File: src/rtl/reg_file_rd_mux.sv
// reg_file_rd_mux: parametrised register file with one write port and NUM_RD
// independent registered read ports, write-to-read bypass and per-port
// read-valid flags.
//
// Optional feature macro: REG_ZERO_HARDWIRE_EN
//   defined   -> entry 0 is architectural zero (writes dropped, reads return 0,
//                including the bypass case)
//   undefined -> entry 0 is an ordinary register
//
// Handshake: there is no ready; the block accepts a request on every edge.
// rd_en[p]=1 at edge k is a request whose answer (rd_data[p], rd_valid[p]=1)
// is visible after edge k. rd_en[p]=0 at edge k clears rd_valid[p] and leaves
// rd_data[p] holding its previous value.
module reg_file_rd_mux #(
  parameter int DATA_W = 64,
  parameter int DEPTH  = 16,
  parameter int NUM_RD = 2,
  localparam int ADDR_W = (DEPTH > 1) ? $clog2(DEPTH) : 1
) (
  input  logic                     clk,
  input  logic                     rst,
  input  logic                     wr_en,
  input  logic [ADDR_W-1:0]        wr_addr,
  input  logic [DATA_W-1:0]        wr_data,
  input  logic [NUM_RD-1:0]        rd_en,
  input  logic [NUM_RD*ADDR_W-1:0] rd_addr,
  output logic [NUM_RD*DATA_W-1:0] rd_data,
  output logic [NUM_RD-1:0]        rd_valid
);

  // One extra bit so DEPTH itself (up to 256) is representable for range checks.
  localparam logic [ADDR_W:0] DEPTH_W = (ADDR_W + 1)'(DEPTH);

  logic [DATA_W-1:0] mem [DEPTH];

  logic wr_addr_ok;
  logic wr_ok;

  // Decide whether this edge's write really lands in storage.
  always_comb begin
    wr_addr_ok = ({1'b0, wr_addr} < DEPTH_W);
    wr_ok      = wr_en && wr_addr_ok;
`ifdef REG_ZERO_HARDWIRE_EN
    if (wr_addr == '0) begin
      wr_ok = 1'b0;
    end
`endif
  end

  // Storage: cleared on reset, written on a qualified write strobe.
  always_ff @(posedge clk or posedge rst) begin
    if (rst) begin
      for (int i = 0; i < DEPTH; i++) begin
        mem[i] <= '0;
      end
    end else if (wr_ok) begin
      mem[wr_addr] <= wr_data;
    end
  end

  for (genvar p = 0; p < NUM_RD; p++) begin : g_rd
    logic [ADDR_W-1:0] ra;
    logic              ra_ok;
    logic              ra_zero;
    logic              bypass;
    logic [DATA_W-1:0] sel_data;
    logic [DATA_W-1:0] data_q;
    logic              valid_q;

    // Select the operand for this port: out-of-range -> 0, bypass -> write data.
    always_comb begin
      ra      = rd_addr[p*ADDR_W +: ADDR_W];
      ra_ok   = ({1'b0, ra} < DEPTH_W);
      ra_zero = 1'b0;
`ifdef REG_ZERO_HARDWIRE_EN
      ra_zero = (ra == '0);
`endif
      bypass  = wr_ok && (wr_addr == ra);
      if (!ra_ok || ra_zero) begin
        sel_data = '0;
      end else if (bypass) begin
        sel_data = wr_data;
      end else begin
        sel_data = mem[ra];
      end
    end

    // Registered read port: data updates only on a request, valid every edge.
    always_ff @(posedge clk or posedge rst) begin
      if (rst) begin
        data_q  <= '0;
        valid_q <= 1'b0;
      end else begin
        valid_q <= rd_en[p];
        if (rd_en[p]) begin
          data_q <= sel_data;
        end
      end
    end

    assign rd_data[p*DATA_W +: DATA_W] = data_q;
    assign rd_valid[p]                 = valid_q;
  end

endmodule

File: config.mk
export PLATFORM = sky130hd
export DESIGN_NAME = reg_file_rd_mux
export DESIGN_NICKNAME = d
export VERILOG_FILES = /design/src/rtl/reg_file_rd_mux.sv
export SDC_FILE = /design/constraint.sdc
export NUM_CORES = 2
export LEC_CHECK = 0
export BUFFER_PORTS_ARGS = -buffer_cell sky130_fd_sc_hd__buf_2
export CAP_MARGIN = 20
export CORE_MARGIN = 3
export CORE_UTILIZATION = 27
export DETAILED_ROUTE_END_ITERATION = 10
export GPL_TIMING_DRIVEN = 0
export SLEW_MARGIN = 20
export SYNTH_ARGS = -nofsm -noshare
export SYNTH_HDL_FRONTEND = slang
export SYNTH_SLANG_ARGS = --single-unit
File: constraint.sdc
create_clock -name clk -period 70.8 [get_ports clk]
set_input_delay 10.62 -clock clk [delete_from_list [all_inputs] [get_ports clk]]
set_output_delay 10.62 -clock clk [all_outputs]
set_load 0.03 [all_outputs]
==> results.ini <==
[grt]
grt.overflow.total = 0
grt_max_degree = 102
grt_pass1_wl_um = 319000
grt_pass1_vias = 44800
antenna_found_initial = 34
grt_use_total_pct = 18.8

[critical_path]
cp_slowest_stage_delay_ns = 0.74
worstPathCellList = buf_4, buf_6, xor2_1, nor3_1, a21boi_0, clkbuf_2, clkbuf_1, a31oi_1
cpMaxStageDelayCell = clkbuf_2
crit_path_end_kind = flop
critPathLaunch = rd_addr[3]
required_ns = 71.35
crit_fanout = 10
regToRegSetupSlack_ns = 69.16
worstPathArrival_ns = 13.40
reg2reg_from = mem[798]
critPathLaunchType = input pin
critical_path_class = in2reg
critPathTopFamily = buffers and inverters
crit_buf_inv = 4

[floorplanning]
die_x_um = 477
rows = 172
fp.dieH_um = 477
core_um2 = 220000
ios = 211
die_area_um2 = 227000
start_util_pct = 27.2

[placed_design]
dp_hpwl_um = 160000
port_buffers = 204
gp_congestion = 0.889
placed_cells = 7868

[sta]
rsz0062_at_grt = false
slew-limit-headroom_pct = 22.9
slew_violations = 0
max_freq_mhz = 77.8
hold_violations = 0
setup-tns-final_ns = 0
final.min_clock_period_ns = 12.86
min_period_over_period_pct = 18.2
setup_viol_count_final = 0
finClkSkew_ns = 0.0207
tightest_slew_ns = 1.16

[synth]
synth_nets = 4769
async_reset_ff_share_pct = 100
synth_edf_count = 0
synth_ff_type = dfrtp_1
synth_seq_cells = 1154
synth_fa_ha_area_share_pct = 0
ys_types = 29
syn_avg_cell_area_um2 = 12.8
syn_area_um2 = 59800
synth_commonest_cells = dfrtp_1 (1154), mux2_2 (768), nand2_1 (514)
yosys.area_share.simple_pct = 4.34
synth-xor-area-share_pct = 0.117
syn_inst = 4688
synth_most_common_cell = dfrtp_1
yosys.area.top_type = dfrtp_1
muxShareOfSynthArea_pct = 33.2
synth_top_area_share_pct = 48.3
synthTopCellsByArea = dfrtp_1 (48%), mux2_2 (14%), mux4_2 (14%)
synth_compound_area_share_pct = 9.67
seq_area_frac_synth_pct = 48.3
synth_top_family_by_area = multiplexers
yosysWarnings = 0

[final_layout]
instances_no_fill = 8103
area_growth_pct = 15.4
fin_nets = 5113
drive_above_1_share_pct = 34.7

[job]
cap_violations = 0

[routing]
drt-initial-drc-count = 4363
wl_per_cell_um = 27.0
ant_nets = 0
wl_um = 219000
vias_per_cell = 5.42
first_pass_iters = 6
drc = 0
vias = 43900

[clock_tree]
clk_pin_slew_ns = 0.06
ctsResizeCount = 0
clk_latency_ns = 0.75
cts.sinks = 1154
cts_tree = built
clk_path_buf_depth = 3
htreeDepth = 3
hold_buffers = 0
cts-root-buf = clkbuf_16
cts_buffers = 120
postCtsSetupBuffers = 0

[power]
vdd_drop_max_v = 0.0000197
power.leakage_nw = 29.7
p_per_area_nw_per_um2 = 29.3

[hold_path]
min_from = mem[961]
hp-class = reg2reg

[status]
outcome = completed

## routing by layer
layer	wire length, um	part of all wire (%)	global-route usage [%]	vias up
met5	162	0.074	0	-
li1	-	-	-	18300
met2	98900	45	29.3	2013
met4	9490	4.3	7.78	24
met3	21200	9.7	5.68	436
met1	89100	41	24.3	23200
## layout make-up
type                    count  area, um2
inverters                  67        259
flip-flops and latches   1154      28900
multi-input cells        2986      28300
clock buffers             190       3650
plain buffers             481       2370
diodes                     18       45.0
well taps                2958       3700
repair buffers            222       1490
fillers                 22100     151000
clock inverters            27        298
## registers in the layout (all words and copies together), names as in the netlist
name          count
mem            1024
g_rd.data_q     128
g_rd.valid_q      2
## cells in the final DEF, fill, tap and decap left out, types with 3 or more instances in the layout
cell type / netlist / final
clkbuf_2: 1 / 12
clkbuf_16: 0 / 122
nor2_4: 0 / 6
clkbuf_1: 264 / 287
xor2_1: 6 / 6
buf_16: 0 / 16
bufinv_16: 0 / 4
buf_6: 37 / 38
buf_1: 17 / 17
buf_2: 135 / 339
inv_1: 67 / 66
mux2i_1: 256 / 256
o21ai_0: 512 / 512
a31oi_1: 128 / 128
a221oi_1: 128 / 128
clkbuf_8: 0 / 34
mux2_2: 768 / 768
mux4_2: 384 / 384
buf_4: 27 / 27
diode_2: 0 / 18
clkinv_8: 0 / 3
dfrtp_1: 1154 / 1154
nand2b_1: 5 / 5
clkinv_2: 0 / 15
nand2_1: 514 / 514
nor2_2: 10 / 5
a41o_1: 128 / 128
nor2_1: 130 / 129
nor2b_1: 3 / 3
## per-stage QoR
step / utilization [%] / instance area [um2] / setup WS [ns] / hold slack [ns] / power (W)
after floorplan: - / 59800 / 27.68 / 0.461 / 0.00123
after global placement: 29.3 / 64500 / 14.64 / 0.474 / 0.00136
after detailed placement: 29.6 / 65000 / 57.27 / 0.491 / 0.00138
after CTS: 31.4 / 69000 / 58.07 / 0.505 / 0.00203
after global routing: 31.4 / 69000 / 57.93 / 0.525 / 0.00211
final: 31.4 / 69000 / 57.94 / 0.503 / 0.00202
## power by group
group	total, W	leakage [nW]	internal (W)	switching, W
clock	0.000644	1.95	0.000366	0.000279
sequential	0.000907	14.3	0.000803	0.000104
combinational	0.000471	13.5	0.000237	0.000233
total	0.00202	29.7	0.00141	0.000616
## logic make-up after synthesis
group	Yosys count
AND/OR/NAND/NOR	672
buffers and inverters	548
XOR/XNOR	8
AO/OA/AOI/OAI	898
multiplexers	1408
flip-flops	1154
## worst min-delay path: stages (launching register included)
cell,delay (ns)
dfrtp_1,0.36
nand2_1,0.05
o21ai_0,0.06
## worst paths after layout
kind                                      end  depth (start not counted)
max in group asynchronous            mem[160]                          6
max                        g_rd[0].data_q[39]                          8
max reg2reg                g_rd[0].data_q[30]                          3
min reg2reg                          mem[961]                          2
min in group asynchronous     g_rd[0].valid_q                          2
min                                  mem[961]                          2
Power figures use the tool's default switching activity.
